## src/rtl/usb_crc_pkg.sv

```systemverilog
// Shared USB CRC constants and the receive-checker state type.
package usb_crc_pkg;

  typedef enum logic [1:0] {
    CRC_IDLE,
    CRC_SKIP,
    CRC_CALC
  } crc_state_e;

  // Polynomials are MSB-first with the x^WIDTH term implicit.
  localparam logic [4:0]  CRC5_POLY     = 5'h05;
  localparam logic [4:0]  CRC5_RESIDUE  = 5'b01100;
  localparam logic [15:0] CRC16_POLY    = 16'h8005;
  localparam logic [15:0] CRC16_RESIDUE = 16'h800D;

  // Sync byte plus PID byte precede the CRC-covered fields.
  localparam int unsigned USB_SKIP_BITS = 16;

endpackage

```

## src/rtl/crc_lfsr_step.sv

```systemverilog
// One serial step of an MSB-first CRC LFSR; also used by the transmit-side generator.
module crc_lfsr_step #(
  parameter int unsigned      WIDTH = 16,
  parameter logic [WIDTH-1:0] POLY  = '0
) (
  input  logic [WIDTH-1:0] crc_in,
  input  logic             bit_in,
  output logic [WIDTH-1:0] crc_out
);

  logic fb;

  // Shift left and fold in the polynomial when the outgoing bit differs from the input bit.
  always_comb begin
    fb      = bit_in ^ crc_in[WIDTH-1];
    crc_out = {crc_in[WIDTH-2:0], 1'b0} ^ (fb ? POLY : '0);
  end

endmodule

```

## src/rtl/usb_crc_rx_check.sv

```systemverilog
// Receive-side USB CRC checker: skips sync+PID, runs the LFSR over unstuffed payload bits,
// and issues a one-cycle verdict after EOP together with bit count and overflow status.
module usb_crc_rx_check
  import usb_crc_pkg::*;
#(
  parameter int unsigned      WIDTH     = 16,
  parameter logic [WIDTH-1:0] POLY      = WIDTH'(CRC16_POLY),
  parameter logic [WIDTH-1:0] INIT      = '1,
  parameter logic [WIDTH-1:0] RESIDUE   = WIDTH'(CRC16_RESIDUE),
  parameter int unsigned      SKIP_BITS = USB_SKIP_BITS,
  parameter int unsigned      MAX_BITS  = 8208,
  parameter int unsigned      CNT_W     = $clog2(MAX_BITS + 1)
) (
  input  logic             clk,
  input  logic             rst,
  input  logic             en,
  input  logic             serial_in,
  input  logic             is_stuffed,
  input  logic             in_transmission,
  input  logic             end_transmission,
  output logic             crc_valid,
  output logic             crc_ok,
  output logic [WIDTH-1:0] crc_reg,
  output logic [CNT_W-1:0] bit_count,
  output logic             overflow
);

  localparam int unsigned SkipW = $clog2(SKIP_BITS + 1);

  crc_state_e       state_q, state_d;
  logic [SkipW-1:0] skip_cnt_q, skip_cnt_d;
  logic [WIDTH-1:0] crc_q, crc_d, crc_next;
  logic [CNT_W-1:0] bit_count_q, bit_count_d;
  logic             overflow_q, overflow_d;
  logic             crc_ok_q, crc_ok_d;
  logic             crc_valid_q, crc_valid_d;
  logic             bit_strobe, eop_strobe;

  // EOP takes priority over a data bit offered in the same bit time.
  assign bit_strobe = en & in_transmission & ~is_stuffed & ~end_transmission;
  assign eop_strobe = en & end_transmission;

  crc_lfsr_step #(
    .WIDTH (WIDTH),
    .POLY  (POLY)
  ) u_step (
    .crc_in  (crc_q),
    .bit_in  (serial_in),
    .crc_out (crc_next)
  );

  // Next-state: packet framing, skip/bit counting, LFSR update and verdict.
  always_comb begin
    state_d     = state_q;
    skip_cnt_d  = skip_cnt_q;
    crc_d       = crc_q;
    bit_count_d = bit_count_q;
    overflow_d  = overflow_q;
    crc_ok_d    = crc_ok_q;
    crc_valid_d = 1'b0;
    unique case (state_q)
      CRC_IDLE: begin
        // First bit of a packet is also skip bit 1; EOP here is ignored.
        if (bit_strobe) begin
          state_d     = (SKIP_BITS > 1) ? CRC_SKIP : CRC_CALC;
          skip_cnt_d  = SkipW'(1);
          crc_d       = INIT;
          bit_count_d = '0;
          overflow_d  = 1'b0;
          crc_ok_d    = 1'b0;
        end
      end
      CRC_SKIP: begin
        if (eop_strobe) begin
          // Runt packet: never reached the CRC-covered fields.
          state_d     = CRC_IDLE;
          crc_valid_d = 1'b1;
          crc_ok_d    = 1'b0;
        end else if (bit_strobe) begin
          skip_cnt_d = skip_cnt_q + SkipW'(1);
          if (skip_cnt_q == SkipW'(SKIP_BITS - 1)) begin
            state_d = CRC_CALC;
          end
        end
      end
      CRC_CALC: begin
        if (eop_strobe) begin
          state_d     = CRC_IDLE;
          crc_valid_d = 1'b1;
          crc_ok_d    = ~overflow_q & (bit_count_q >= CNT_W'(WIDTH)) & (crc_q == RESIDUE);
        end else if (bit_strobe) begin
          if (bit_count_q == CNT_W'(MAX_BITS)) begin
            overflow_d = 1'b1;
          end else begin
            crc_d       = crc_next;
            bit_count_d = bit_count_q + CNT_W'(1);
          end
        end
      end
      default: state_d = CRC_IDLE;
    endcase
  end

  // State registers with synchronous reset.
  always_ff @(posedge clk) begin
    if (rst) begin
      state_q     <= CRC_IDLE;
      skip_cnt_q  <= '0;
      crc_q       <= INIT;
      bit_count_q <= '0;
      overflow_q  <= 1'b0;
      crc_ok_q    <= 1'b0;
      crc_valid_q <= 1'b0;
    end else begin
      state_q     <= state_d;
      skip_cnt_q  <= skip_cnt_d;
      crc_q       <= crc_d;
      bit_count_q <= bit_count_d;
      overflow_q  <= overflow_d;
      crc_ok_q    <= crc_ok_d;
      crc_valid_q <= crc_valid_d;
    end
  end

  assign crc_valid = crc_valid_q;
  assign crc_ok    = crc_ok_q;
  assign crc_reg   = crc_q;
  assign bit_count = bit_count_q;
  assign overflow  = overflow_q;

endmodule

```

## config.mk

```make
export PLATFORM = sky130hd
export DESIGN_NAME = usb_crc_rx_check
export DESIGN_NICKNAME = d
export VERILOG_FILES = /design/src/rtl/usb_crc_pkg.sv /design/src/rtl/crc_lfsr_step.sv /design/src/rtl/usb_crc_rx_check.sv
export SDC_FILE = /design/constraint.sdc
export NUM_CORES = 1
export LEC_CHECK = 0
export ABC_CLOCK_PERIOD_IN_PS = 2700
export BUFFER_PORTS_ARGS = -buffer_cell sky130_fd_sc_hd__buf_2
export CAP_MARGIN = 20
export CORE_ASPECT_RATIO = 0.75
export CORE_MARGIN = 4
export CORE_UTILIZATION = 35
export CTS_CLUSTER_SIZE = 28
export DETAILED_ROUTE_END_ITERATION = 7
export GPL_ROUTABILITY_DRIVEN = 1
export GPL_TIMING_DRIVEN = 0
export MAX_ROUTING_LAYER = met4
export SLEW_MARGIN = 10
export SYNTH_ARGS = -nofsm -noshare
export SYNTH_HDL_FRONTEND = slang
export SYNTH_SLANG_ARGS = --single-unit
export TNS_END_PERCENT = 5
```

## constraint.sdc

```tcl
create_clock -name clk -period 2.7 [get_ports clk]
set_clock_uncertainty 0.15 [all_clocks]
set_input_delay 0.135 -clock clk [delete_from_list [all_inputs] [get_ports clk]]
set_output_delay 0.135 -clock clk [all_outputs]
set_load 0.005 [all_outputs]
```

=== Yosys cells after proc, flatten, opt, wreduce, memory -nomap -nowiden ===
Index checks and enable logic that the tools add are counted.

* Register bits after elaboration: 40

* Magnitude comparators: 1
* Eq/ne operators: 16
* Reduce and logical (&&, ||, !) cells: 11
* Add/sub/neg operators: 2
* Bitwise operators: 12
* Muxes and demuxes: 30

{| class="wikitable"
|+ Operator list
! kind !! count
|-
| $mux W16 || 5
|-
| $mux W14 || 4
|-
| $pmux W16 S2 || 1
|-
| $pmux W14 S2 || 1
|-
| $ne A2 B2 Y1 const B || 9
|-
| $eq A16 B16 Y1 const B || 1
|-
| $xor A16 B16 Y16 || 1
|-
| $mux W5 || 3
|-
| $add A14 B1 Y14 const B || 1
|-
| $eq A14 B14 Y1 const B || 1
|-
| $ge A14 B5 Y1 const B || 1
|-
| $reduce_and A4 Y1 || 3
|-
| $mux W2 || 5
|-
| $pmux W5 S2 || 1
|-
| $reduce_and A5 Y1 || 2
|-
| $mux W1 || 7
|-
| $and A1 B1 Y1 || 6
|-
| $ne A3 B3 Y1 const B || 2
|-
| $pmux W2 S3 || 1
|-
| $add A5 B1 Y5 const B || 1
|-
| $eq A5 B4 Y1 const B || 1
|-
| $not A1 Y1 || 4
|-
| $reduce_bool A2 Y1 || 2
|-
| $reduce_or A2 Y1 || 2
|-
| other kinds (7) || 7
|}

=== Logic depth before layout (Yosys ltp) ===
Gate-level depths: netlist of run 1.

* Depth in word-level cells: 7
* Mapped depth: 8
* Depth with buffers taken out: 6

=== Cells and area by module ===
A second synthesis of run 1 with hierarchy kept.

* Cell total of the unflattened synthesis: 235
* Area total of the unflattened synthesis: 2153.3 um^2

{| class="wikitable"
|+ Modules (own cells, without submodules)
! module !! instances !! cells an instance !! area each (um^2)
|-
| usb_crc_rx_check || 1 || 218 || 1991.9
|-
| crc_lfsr_step || 1 || 17 || 161.4
|}

=== Worst setup path after synthesis of run 1 ===
OpenSTA, ideal clock, no wires.

* Kind: reg2reg
* Start point: register bit_count_q[0] (netlist: bit_count[0])
* End point: register crc_q[5] (netlist: crc_reg[5])
* Arrival: 1853 ps
* Slack: 575 ps
* Library setup time: 122 ps
* Stages on the path, launching flop included: 9
* Period minus slack after synthesis: 2125 ps
* Data required time: 2428 ps
* Buffers on the path: 2
* Cell sequence: dfxtp_1 > inv_1 > ha_1 > and2_1 > and4_1 > buf_2 > or4b_1 > clkbuf_1 > o32a_1

* Word-level cells in the longest chain between the ends: 3

{| class="wikitable"
|+ Ends and longest elaborated chain
! what !! line !! source
|-
| start: declaration || usb_crc_rx_check.sv:33 || <nowiki>logic [CNT_W-1:0] bit_count_q, bit_count_d;</nowiki>
|-
| start signal: assignment || usb_crc_rx_check.sv:118 || <nowiki>bit_count_q <= bit_count_d;</nowiki>
|-
| $eq A14 B14 Y1 || usb_crc_rx_check.sv:92 || <nowiki>if (bit_count_q == CNT_W'(MAX_BITS)) begin</nowiki>
|-
| $ne A2 B2 Y1 (no source line) || -- ||
|-
| $reduce_and A5 Y1 (no source line) || -- ||
|-
| end signal: assignment || usb_crc_rx_check.sv:117 || <nowiki>crc_q <= crc_d;</nowiki>
|-
| end: declaration || usb_crc_rx_check.sv:32 || <nowiki>logic [WIDTH-1:0] crc_q, crc_d, crc_next;</nowiki>
|}

No other way between the ends.
A chain may end at the register's enable or synchronous reset.

=== Worst setup path after layout of run 1 ===
* Start point: register bit_count_q[0] (netlist: bit_count[0])
* End point: register crc_q[15] (netlist: crc_reg[15])

Same word-level chain as after synthesis.

==> results of run 1 <==
## worst max path at each step
stage / startpoint / slack [ns] / endpoint / depth (start not counted)
floorplan: bit_count[0] / 0.58 / crc_reg[5] / 8
global placement: bit_count[0] / 0.44 / crc_reg[5] / 8
detailed placement: bit_count[0] / 0.42 / crc_reg[15] / 8
CTS: bit_count[0] / 0.41 / crc_reg[15] / 8
global route: state_q[0] / 0.23 / crc_reg[13] / 7
finish: bit_count[0] / 0.42 / crc_reg[15] / 8
## cell usage after synthesis (all sizes together), types with 2 or more instances
| cell type | count |
|---|---|
| dfxtp | 40 |
| a21oi | 26 |
| o21ai | 20 |
| nand2 | 14 |
| o32ai | 13 |
| nor2 | 9 |
| clkbuf | 8 |
| inv | 8 |
| buf | 7 |
| ha | 7 |
| nand3 | 6 |
| nand4 | 6 |
| nor4 | 5 |
| or3 | 5 |
| or4 | 5 |
| xor2 | 5 |
| and4 | 4 |
| nand2b | 4 |
| o32a | 4 |
| nor2b | 3 |
| a311oi | 2 |
| a31oi | 2 |
| and3 | 2 |
| mux2i | 2 |
| nor3b | 2 |
| nor4bb | 2 |
| o31ai | 2 |
| xnor2 | 2 |
## area by class of cell
class,count,area share
tap,75,0.03878
inverter,8,0.01241
timing repair buffer,39,0.08066
multi-input combinational,167,0.4607
clock buffer,5,0.02844
buffer,15,0.03051
sequential,40,0.3309
clock inverter,3,0.01758
## worst register-to-register path: stages (launching register included)
cell and delay [ns]:
dfxtp_1 0.43, inv_1 0.07, ha_1 0.20, and2_1 0.15
and4_1 0.18, buf_2 0.15, or4b_1 0.47, clkbuf_1 0.19
o32a_1 0.20
## stage by stage
stage / power [mW] / hold slack [ns] / util
6_report: 1.246 / 0.06769 / 0.4426
5_1_grt: 1.304 / 0.08559 / 0.4426
4_1_cts: 1.259 / 0.05122 / 0.4426
3_3_place_gp: 0.7621 / 0.2931 / 0.4222
3_5_place_dp: 0.7627 / 0.3008 / 0.4222
2_1_floorplan: 0.7255 / 0.1899 / -
## kinds of logic after synthesis
| logic type | synth area share |
|---|---|
| muxes | 0.009914 |
| DFF | 0.3965 |
| AOI/OAI and AO/OA | 0.2423 |
| buffers and inverters | 0.05143 |
| adders and majority gates | 0.04337 |
| and+or+nand+nor | 0.2262 |
| xor gates and xnor gates | 0.03036 |
## power by group
part	total [mW]	switching [mW]	internal (mW)
Combinational	0.147	0.0896	0.0579
Clock	0.497	0.223	0.274
Sequential	0.601	0.00554	0.596
Total	1.25	0.318	0.927
## per-layer routing
metal | vias up | track usage
li1 | 976 | -
met1 | 898 | 0.2273
met2 | 34 | 0.2242
met3 | 9 | 0.03889
met4 | 0 | 0.07256
met5 | - | -
==> impl_metrics.ini, run 1 <==
[status]
outcome = finished, final reports clean

[cts]
htree_levels = 2
cts_buffers = 5
clk-insertion-delay-late_ns = 0.30
cts.sinks = 40
cts-root-buf = clkbuf_8
tritoncts = built
clock_path_buffers = 2
ctsHoldBuffers = 0
cts_setup_buffers = 0
cts_resized = 0
clk_pin_slew_worst_paths_ns = 0.08

[synth]
synth_area_sq_um = 2019
avgSynthCellArea_sq_um = 8.780
seq_area_frac_synth = 0.3965
synth_top_area_frac = 0.3965
synth_edf_count = 0
syn-num-nets = 244
yosys.area.top_type = dfxtp_1
postSynth.asyncResetShare = 0
synth_area_leaders = dfxtp_1, a21oi_1, o32ai_1
synth_flop_cell = dfxtp_1
ys_ff_latch = 40
synth_warnings = 0
synth_cells = 230
yosys.cell_types.count = 47

[global_route]
grt_overflow = 0
grt_pass1_wl_mm = 8.721
antenna_found_initial = 0
grt_pass1_vias = 1774
grt_max_degree = 14
grtUsageTotal = 0.1639

[worst_hold_path]
hold_class = in -> reg
hold_depth = 3
holdPathEnd = crc_valid
hp-start = end_transmission

[timing]
slew_headroom = 0.6339
worst_pin_slew_ns = 0.5492
setup_ws_ns = 0.4165
tns_ns = 0
max_freq_mhz = 437.9
hold_viol_final = 0
rsz0062_at_grt = false
period_share = 0.8458
min_period_ns = 2.284
final-max-slew-violation-count = 0
setup_viol = 0

[power_and_ir_drop]
irDropWorstVdd_mv = 0.1941
p_leak_nw = 0.8608
powerDensity_nw_per_um2 = 514.8

[worst_setup_path]
cp-start-kind = register
r2r-end = crc_reg[15]
arrival_ns = 2.33
crit_chain = inv_1 -> ha_1 -> and2_1 -> and4_1 -> buf_2 -> or4b_1 -> clkbuf_1 -> o32a_1
crit_fanout = 6
r2r_start = bit_count[0]
cp_num_buf_inv = 3
max_stage_delay_ns = 0.47
r2r_slack_ns = 0.42
slowest_stage = or4b_1
crit_path_end_kind = register
worstRegToRegCells = 8
crit_required_ns = 2.75
critPathTopFamily = simple AND/OR/NAND/NOR gates
crit_type = reg -> reg

[drt]
wl_met2_mm = 2.165
met3_length_um = 188
drc = 0
drt_first_pass_iters = 6
wl_met1_mm = 2.657
vias = 1917
drt_wl_total_mm = 5.116
first_iter_violations = 83
wl_per_cell_um = 14.53
via_per_inst = 5.446
final_antenna_net_count = 0
top_layer = met4

[place]
io_buffers = 39
hpwl_mm = 3.730
place_ws_ns = 0.4215
place_area_sq_um = 2308
placedCellCount = 344
globalplace.congestion = 0.7703

[final_layout]
mostFrequentLayoutCells = buf_2, dfxtp_1, a21oi_1
layoutNonFillerInstCount = 352
design_area_sq_um = 2420
regArea_sq_um = 800.8
syn_to_final_growth_pct = 19.83
largest_register_ffs = 16
final_common_cell = buf_2
drive_above_1_share = 0.2094
n_antenna_cell = 0
fin_nets = 290
multi_input_area_sq_um = 1115
n_fill_cell = 563

[floorplanning]
num_io_pins = 40
start_util = 0.3693
die_x_um = 95.71
fp.dieH_um = 73.79
rows = 23
core_sq_um = 5468
die-area_sq_um = 7062

[run]
max_cap_viol_count = 0
No activity file was read; power rests on OpenSTA's default activity.
==> inputs of run 2 (changes only) <==
--- a/config.mk
+++ b/config.mk
@@ -5,7 +5,7 @@
 export SDC_FILE = /design/constraint.sdc
 export NUM_CORES = 1
 export LEC_CHECK = 0
-export ABC_CLOCK_PERIOD_IN_PS = 2700
+export ABC_CLOCK_PERIOD_IN_PS = 1900
 export BUFFER_PORTS_ARGS = -buffer_cell sky130_fd_sc_hd__buf_2
 export CAP_MARGIN = 20
 export CORE_ASPECT_RATIO = 0.75
==> constraint.sdc (replaced) <==
create_clock -name clk -period 1.9 [get_ports clk]
set_clock_uncertainty 0.15 [all_clocks]
set_input_delay 0.095 -clock clk [delete_from_list [all_inputs] [get_ports clk]]
set_output_delay 0.095 -clock clk [all_outputs]
set_load 0.005 [all_outputs]
==> impl_metrics.ini, run 2 (synthesis gave the netlist of run 1 again) <==
[drt]
drt_wl_total_mm = 5.490
wl_per_cell_um = 15.29
via_per_inst = 5.579
vias = 2003
drt_first_pass_iters = 6
first_iter_violations = 153
final_antenna_net_count = 0
drc = 0

[worst_setup_path]
crit_path_end_kind = register
crit_chain = inv_4 -> ha_4 -> nor2_4 -> or3_4 -> or4_4 -> a21oi_2
r2r_slack_ns = -0.05
max_stage_delay_ns = 0.55
arrival_ns = 2.03
crit_required_ns = 1.98
crit_type = reg -> reg
critPathTopFamily = simple AND/OR/NAND/NOR gates
cp_num_buf_inv = 1
crit_fanout = 6
slowest_stage = or4_4
cp-start-kind = register

[timing]
worst_pin_slew_ns = 0.4984
rsz0062_at_grt = true
final-max-slew-violation-count = 0
period_share = 1.025
hold_viol_final = 0
setup_ws_ns = -0.04801
setup_viol = 1
min_period_ns = 1.948
max_freq_mhz = 513.3
tns_ns = -0.04801
slew_headroom = 0.6677

[status]
violations = negative setup slack
outcome = finished with violations

[final_layout]
drive_above_1_share = 0.3380
n_antenna_cell = 0
design_area_sq_um = 2623
n_fill_cell = 549
syn_to_final_growth_pct = 29.86
fin_nets = 297
largest_register_ffs = 16
mostFrequentLayoutCells = buf_2, dfxtp_1, a21oi_1
final_common_cell = buf_2
layoutNonFillerInstCount = 359

[place]
placedCellCount = 344
io_buffers = 39
hpwl_mm = 3.794
place_ws_ns = -0.4065
place_area_sq_um = 2317
globalplace.congestion = 0.8637

[floorplanning]
core_sq_um = 5468
num_io_pins = 40
start_util = 0.3693
die-area_sq_um = 7062
die_x_um = 95.71
rows = 23
fp.dieH_um = 73.79

[cts]
ctsHoldBuffers = 0
tritoncts = built
clock_path_buffers = 2
clk_pin_slew_worst_paths_ns = 0.08
cts_buffers = 5
clk-insertion-delay-late_ns = 0.29
cts-root-buf = clkbuf_8
cts.sinks = 40
htree_levels = 2

[global_route]
grt_overflow = 0
grt_max_degree = 13
grtUsageTotal = 0.1699
antenna_found_initial = 0
grt_pass1_vias = 1814
grt_pass1_wl_mm = 9.121

[power_and_ir_drop]
p_leak_nw = 0.9340
irDropWorstVdd_mv = 0.2677
powerDensity_nw_per_um2 = 660.1
total_power_mw = 1.731

[worst_hold_path]
hold_class = in -> reg

[run]
max_cap_viol_count = 0
run 2: cell count changes in the layout (fill, tap and decap cells not counted), moves of 4 or more:
cell / previous run / this run
clkbuf_1: 8 / 3
dfxtp_1: 40 / 35
o21ai_0: 11 / 7
ha_1: 7 / 3
buf_4: 1 / 11
inv_1: 8 / 4
run 2: worst reg2reg max path: stages, from the launching register on:
cell	delay, ns
dfxtp_4	0.37
inv_4	0.07
ha_4	0.16
nor2_4	0.05
or3_4	0.41
or4_4	0.55
a21oi_2	0.13
run 2: area by class of cell:
| type | instances | area [sq um] | area share |
|---|---|---|---|
| buffer | 11 | 72.57 | 0.02767 |
| clock inverter | 2 | 10.01 | 0.003817 |
| timing repair buffer | 50 | 277.8 | 0.1059 |
| clock buffer | 6 | 82.58 | 0.03149 |
| inverter | 8 | 35.03 | 0.01336 |
| tap | 75 | 93.84 | 0.03578 |
| multi-input combinational | 167 | 1236 | 0.4714 |
| sequential | 40 | 814.5 | 0.3106 |
run 2: per-stage QoR:
| stage | hold WS [ns] | utilization |
|---|---|---|
| 6_report | 0.02612 | 0.4796 |
| 5_1_grt | 0.02371 | 0.4796 |
| 4_1_cts | 0.02448 | 0.4654 |
| 3_5_place_dp | 0.3002 | 0.4238 |
| 3_3_place_gp | 0.2927 | 0.4238 |
| 2_1_floorplan | 0.1499 | - |
run 2: what timing repair did:
action	CTS	global route
gates resized for setup	30	23
endpoints found under the setup margin	28	31
gates cloned	0	1
pin swaps	5	12
buffers inserted	5	5
run 2: final timing paths:
| path | from | end | cells after the start |
|---|---|---|---|
| worst min register to register | skip_cnt_q[4] | skip_cnt_q[4] | 2 |
| worst max register to register | state_q[1] | bit_count[11] | 6 |
| worst min-delay path | end_transmission | crc_valid | 3 |
| worst max-delay path | state_q[1] | bit_count[11] | 6 |
run 2: per-layer routing:
layer	track usage	part of all wire
met1	0.2435	0.52
met2	0.2411	0.42
met3	0.03071	0.046
met4	0.05205	0.014
met5	-	0
run 2: power by group:
group	total (mW)	leakage [nW]	switching (mW)	internal, mW
logic	0.279	0.557	0.149	0.130
registers	0.859	0.326	0.0111	0.847
clock network	0.593	0.0510	0.303	0.290
